===== config.mk =====
export PLATFORM = sky130hd
export DESIGN_NAME = ddr3_rd_arbiter
export DESIGN_NICKNAME = d
export VERILOG_FILES = /design/src/rtl/ddr3_rd_arbiter.sv
export SDC_FILE = /design/constraint.sdc
export NUM_CORES = 1
export LEC_CHECK = 0
export CORE_ASPECT_RATIO = 0.7
export CORE_MARGIN = 3
export CORE_UTILIZATION = 31
export DETAILED_ROUTE_END_ITERATION = 12
export PLACE_DENSITY = 0.78
export SYNTH_ARGS = -nofsm -noshare
export SYNTH_HDL_FRONTEND = slang
export SYNTH_SLANG_ARGS = --single-unit

===== constraint.sdc =====
create_clock -name clk -period 2.71 [get_ports clk]
set_input_delay 0.4065 -clock clk [delete_from_list [all_inputs] [get_ports clk]]
set_output_delay 0.4065 -clock clk [all_outputs]
set_load 0.03 [all_outputs]

===== src/rtl/ddr3_rd_arbiter.sv =====
// Two-requester AXI4 read arbiter in front of the DDR3 controller.
// Round-robin grant with one burst in flight. R beats are routed to the
// current owner. No request is accepted until calibration is done. A sticky
// flag records any disagreement between the rlast position and arlen.
//
// Handshakes: a transfer on any AR or R channel happens on the rising clk
// edge where both valid and ready are 1. Once a valid is raised, the sender
// holds it and its payload until that edge. mN_arready is combinational and
// is high only in IDLE, and only for the requester that wins that cycle.
module ddr3_rd_arbiter #(
    parameter int ID_W   = 2,
    parameter int ADDR_W = 32,
    parameter int DATA_W = 32
) (
    input  logic              clk,
    input  logic              aresetn,
    input  logic              phy_init_done,
    input  logic [ADDR_W-1:0] m0_araddr,
    input  logic [7:0]        m0_arlen,
    input  logic              m0_arvalid,
    output logic              m0_arready,
    output logic [DATA_W-1:0] m0_rdata,
    output logic [1:0]        m0_rresp,
    output logic              m0_rlast,
    output logic              m0_rvalid,
    input  logic              m0_rready,
    input  logic [ADDR_W-1:0] m1_araddr,
    input  logic [7:0]        m1_arlen,
    input  logic              m1_arvalid,
    output logic              m1_arready,
    output logic [DATA_W-1:0] m1_rdata,
    output logic [1:0]        m1_rresp,
    output logic              m1_rlast,
    output logic              m1_rvalid,
    input  logic              m1_rready,
    output logic [ID_W-1:0]   s_axi_arid,
    output logic [ADDR_W-1:0] s_axi_araddr,
    output logic [7:0]        s_axi_arlen,
    output logic [2:0]        s_axi_arsize,
    output logic [1:0]        s_axi_arburst,
    output logic              s_axi_arvalid,
    input  logic              s_axi_arready,
    input  logic [ID_W-1:0]   s_axi_rid,
    input  logic [DATA_W-1:0] s_axi_rdata,
    input  logic [1:0]        s_axi_rresp,
    input  logic              s_axi_rlast,
    input  logic              s_axi_rvalid,
    output logic              s_axi_rready,
    output logic              err_beat,
    output logic [1:0]        dbg_state
);

    typedef enum logic [1:0] {
        IDLE = 2'd0,
        ADDR = 2'd1,
        DATA = 2'd2
    } state_t;

    localparam logic [2:0] ARSIZE = 3'($clog2(DATA_W / 8));

    state_t            state_q, state_d;
    logic              last_grant_q, last_grant_d;
    logic              owner_q, owner_d;
    logic [7:0]        beat_cnt_q, beat_cnt_d;
    logic              err_q, err_d;
    logic [ADDR_W-1:0] araddr_q, araddr_d;
    logic [7:0]        arlen_q, arlen_d;
    logic [ID_W-1:0]   arid_q, arid_d;
    logic              arvalid_q, arvalid_d;

    logic              can_grant;
    logic              pick;
    logic              ar_fire;
    logic              in_data;
    logic              r_fire;

    // Only one burst is ever in flight, so the returned ID carries no information.
    logic              unused_rid;
    assign unused_rid = ^s_axi_rid;

    // Request side: pick this cycle's winner and raise its one-cycle arready.
    always_comb begin
        can_grant = aresetn && (state_q == IDLE) && phy_init_done;
        if (m0_arvalid && m1_arvalid) begin
            pick = ~last_grant_q;
        end else begin
            pick = m1_arvalid;
        end
        m0_arready = can_grant && m0_arvalid && !pick;
        m1_arready = can_grant && m1_arvalid && pick;
        ar_fire    = m0_arready || m1_arready;
    end

    // Read data side: route beats to the owner; the other requester sees nothing.
    always_comb begin
        in_data      = (state_q == DATA);
        s_axi_rready = in_data && (owner_q ? m1_rready : m0_rready);
        r_fire       = s_axi_rvalid && s_axi_rready;
        m0_rvalid    = in_data && !owner_q && s_axi_rvalid;
        m0_rdata     = (in_data && !owner_q) ? s_axi_rdata : '0;
        m0_rresp     = (in_data && !owner_q) ? s_axi_rresp : 2'b00;
        m0_rlast     = in_data && !owner_q && s_axi_rlast;
        m1_rvalid    = in_data && owner_q && s_axi_rvalid;
        m1_rdata     = (in_data && owner_q) ? s_axi_rdata : '0;
        m1_rresp     = (in_data && owner_q) ? s_axi_rresp : 2'b00;
        m1_rlast     = in_data && owner_q && s_axi_rlast;
    end

    // Next-state logic for the IDLE -> ADDR -> DATA -> IDLE walk.
    always_comb begin
        state_d      = state_q;
        last_grant_d = last_grant_q;
        owner_d      = owner_q;
        beat_cnt_d   = beat_cnt_q;
        err_d        = err_q;
        araddr_d     = araddr_q;
        arlen_d      = arlen_q;
        arid_d       = arid_q;
        arvalid_d    = arvalid_q;
        case (state_q)
            IDLE: begin
                if (ar_fire) begin
                    owner_d   = pick;
                    araddr_d  = pick ? m1_araddr : m0_araddr;
                    arlen_d   = pick ? m1_arlen : m0_arlen;
                    arid_d    = ID_W'(pick);
                    arvalid_d = 1'b1;
                    state_d   = ADDR;
                end
            end
            ADDR: begin
                if (s_axi_arready) begin
                    arvalid_d  = 1'b0;
                    beat_cnt_d = 8'd0;
                    state_d    = DATA;
                end
            end
            DATA: begin
                if (r_fire) begin
                    beat_cnt_d = beat_cnt_q + 8'd1;
                    if (s_axi_rlast) begin
                        // Early rlast still ends the burst; it is only flagged.
                        if (beat_cnt_q != arlen_q) begin
                            err_d = 1'b1;
                        end
                        last_grant_d = owner_q;
                        state_d      = IDLE;
                    end else if (beat_cnt_q == arlen_q) begin
                        // Missing rlast: flag it and keep routing until rlast arrives.
                        err_d = 1'b1;
                    end
                end
            end
            default: begin
                state_d = IDLE;
            end
        endcase
    end

    // State and registered AR outputs; m0 wins the first contested grant after reset.
    always_ff @(posedge clk or negedge aresetn) begin
        if (!aresetn) begin
            state_q      <= IDLE;
            last_grant_q <= 1'b1;
            owner_q      <= 1'b0;
            beat_cnt_q   <= 8'd0;
            err_q        <= 1'b0;
            araddr_q     <= '0;
            arlen_q      <= 8'd0;
            arid_q       <= '0;
            arvalid_q    <= 1'b0;
        end else begin
            state_q      <= state_d;
            last_grant_q <= last_grant_d;
            owner_q      <= owner_d;
            beat_cnt_q   <= beat_cnt_d;
            err_q        <= err_d;
            araddr_q     <= araddr_d;
            arlen_q      <= arlen_d;
            arid_q       <= arid_d;
            arvalid_q    <= arvalid_d;
        end
    end

    assign s_axi_arid    = arid_q;
    assign s_axi_araddr  = araddr_q;
    assign s_axi_arlen   = arlen_q;
    assign s_axi_arsize  = ARSIZE;
    assign s_axi_arburst = 2'b01;
    assign s_axi_arvalid = arvalid_q;
    assign err_beat      = err_q;
    assign dbg_state     = state_q;

endmodule


==> metrics.md <==
| Metric | Value |
|---|---|
| Status | `complete, no violations` |
| Setup TNS | `0 ps` |
| Maximum VDD drop | `between 0.0005 and 0.0006 V` |
| Critical path cell sequence | `nand2b_1 > nor2_1 > clkdlybuf4s50_1` |
| Synthesis-stage register bit count | `54` |
| Buf+Inv Stages, Crit Path | `1` |
| Gr usage total | `0.186` |
| Synth top cells by count | `and2_1, dfrtp_1, nor2_1` |
| Drt wl/cell | `between 15 and 20 um` |
| DR pass1 iterations | `4` |
| First-pass GRT wire length | `17300 um` |
| Vias in the first global route | `roughly 3.3k` |
| Routed wire length | `between 10000 and 15000 um` |
| Die area | `11600 um^2` |
| Crit end category | `primary output` |
| Kind of cell adding the most delay to the critical path | `buffers and inverters` |
| # H-tree levels | `2` |
| Leakage | `2.58 nW` |
| Largest stage delay on the critical path | `approximately 730 ps` |
| Layout area overhead | `78.1%` |
| Leading area contributor after synthesis | `dfrtp_1` |
| Post-synth EDFFs | `0` |
| Worst-path clk slew | `70 ps` |
| P_sw | `approximately 2.4 mW` |
| Reg-to-reg critical path endpoint | `err_beat` |
| R2R Setup Slk | `1000 ps` |
| Worst-Margin Slew | `slightly below 700 ps` |
| Cts bufs inserted | `5` |
| Worst-skew pair later-pin latency | `between 200 and 300 ps` |
| Comb pwr share | `0.596` |
| Hold WC Path Type | `primary input to async pin` |
| Synth cell types | `38` |
| Seq/Total Area, Yosys | `0.422` |
| CTS root buf | `clkbuf_16` |
| FP Rows | `30` |
| Mapped Area | `approximately 3200 um^2` |
| I/O Buffers | `243` |
| Critical path launch point type | `register` |
| CTS-repair resized insts | `0` |
| Maxcap violations | `0` |
| Fillers | `approximately 850` |
| Unrepaired setup endpoints after global routing | `false` |
| Die X | `approximately 130 um` |
| CTS tree | `built` |
| Final hold vios | `0` |
| Reg power frac | `0.266` |
| I/O Pins | `between 200 and 300` |
| Synth area leaders | `dfrtp_1, and2_1, mux2i_1` |
| Grt ovf | `0` |
| Starting Density | `0.325` |
| CTS max path bufs | `2` |
| Ys async rst share | `1.00` |
| Tot Pwr | `roughly 5.3 mW` |
| Internal power | `2.90 mW` |
| Synth Instances | `around 350` |
| Power share of the clock group | `0.138` |
| Worst r2r src | `beat_cnt_q[4]` |
| Post-DP HPWL | `approximately 8800 um` |
| Sw frac | `0.451` |
| DR vias/cell | `between 4 and 5` |
| Share of cells above drive strength 1 | `0.166` |
| Die Span Y | `around 91 um` |
| Core area | `9870 um^2` |
| Post-CTS setup buffers | `0` |
| Yosys top cell area share | `0.414` |
| Crit-path max FO | `8` |
| Largest net degree at the start of global routing | `83` |
| Layout Skew | `between 2 and 3 ps` |
| F_max | `roughly 410 MHz` |
| Synth Warn # | `0` |
| Routability Congestion | `0.837` |
| CP Launch Point | `dbg_state[0]` |
| PwrDens | `around 900 nW/um^2` |
| Tcrit/Tclk final | `0.908` |
| Residual DRC | `0` |
| Crit path arrival time | `slightly above 2000 ps` |
| Top FF cell, synth | `dfrtp_1` |
| ANT cells | `0` |
| Mean Syn Cell Area | `9.24 um^2` |
| Crit path required time | `2300 ps` |
| Slowest-stage cell, CP | `clkdlybuf4s50_1` |
| Reg2Reg Depth | `4` |
| Clock Sinks | `54` |
| Count leader, synth | `and2_1` |
| Critical path class | `register to primary output` |
| Final nets | `~710` |
| Antenna Violating Nets Remaining | `0` |
| Tmin final | `2460 ps` |
| Hold_buf cts | `0` |
| Slew HR | `0.541` |
| DR iter-0 viols | `roughly 100` |
| Max-slew violations | `0` |
| Setup violators final | `0` |
| Vias | `~3.2k` |
| Initial antenna violation count | `0` |
| Crit path depth | `3` |
==> kinds of logic after synthesis <==
| group | after synthesis | share of synthesized area |
|---|---|---|
| flops | 54 | 0.422 |
| fa+ha+maj | 1 | 0.00390 |
| compound gates | 62 | 0.108 |
| other cells | 2 | 0.00234 |
| simple gates | 147 | 0.253 |
| mux | 42 | 0.133 |
| xor+xnor | 9 | 0.0246 |
| buf+inv | 30 | 0.0531 |
==> metrics by stage <==
step                instances  setup WS [ps]  hold WS (ps)  cell area (um^2)   util
floorplan                 351            631           111              3220      -
global placement          700            334           461              5550  0.562
detailed placement        700            327           481              5550  0.562
CTS                       708            270           350              5710  0.578
global route              708            179           386              5710  0.578
finish                    708            250           313              5710  0.578
==> final cells by class <==
| class | instances | area, um^2 | share of cell area |
|---|---|---|---|
| clock buffers | 7 | 133 | 0.0232 |
| clock inverters | 1 | 30.0 | 0.00526 |
| inverters | 2 | 7.51 | 0.00132 |
| multi-input cells | 267 | 1710 | 0.300 |
| flip-flops and latches | 54 | 1350 | 0.237 |
| well taps | 128 | 160 | 0.0281 |
| repair buffers | 249 | 2310 | 0.406 |
==> sequential cells by signal, indices dropped and copies added, names as in the netlist <==
signal         count
s_axi_arlen        8
dbg_state          2
last_grant_q       1
s_axi_araddr      32
beat_cnt_q         8
err_beat           1
owner_q            1
s_axi_arvalid      1
==> per-layer routing <==
| metal | share of wire | vias up | global-route usage |
|---|---|---|---|
| li1 | - | 1616 | - |
| met1 | 0.40 | 1477 | 0.219 |
| met2 | 0.49 | 137 | 0.316 |
| met3 | 0.096 | 12 | 0.0700 |
| met4 | 0.014 | 0 | 0.0509 |
| met5 | 0 | - | 0 |
==> worst max path at each step <==
stage	to	slack, ps
2_1_floorplan	m0_rdata[12]	630
3_3_place_gp	m0_arready	330
3_5_place_dp	m0_arready	330
4_1_cts	s_axi_rready	270
5_1_grt	s_axi_rready	180
6_report	s_axi_rready	250
==> cell usage in the layout (no fill, tap or decap), types with 5 or more instances in the layout <==
master and n:
clkdlybuf4s50_1 169, nor2_1 48, nand2_1 8, conb_1 6, mux2i_1 40, xor2_1 8, and2_1 74, dfrtp_1 53
clkbuf_16 5, a21oi_1 41, buf_4 77, o21ai_0 8
==> power by group through the flow <==
stage / registers, mW / logic, mW / clock network, mW
finish: 1.41 / 3.15 / 0.729
global placement: 1.40 / 3.13 / 0
global route: 1.46 / 3.36 / 0.793
floorplan: 1.98 / 1.23 / 0
detailed placement: 1.43 / 3.17 / 0
CTS: 1.41 / 3.19 / 0.756
==> worst reg2reg max path: cells and delay by family, from the launching register on <==
family | cells | cell delay (ps)
simple gates | 2 | 810
flops | 1 | 440
xor+xnor | 1 | 190
compound gates | 1 | 160
No activity file was read; power rests on OpenSTA's default activity.
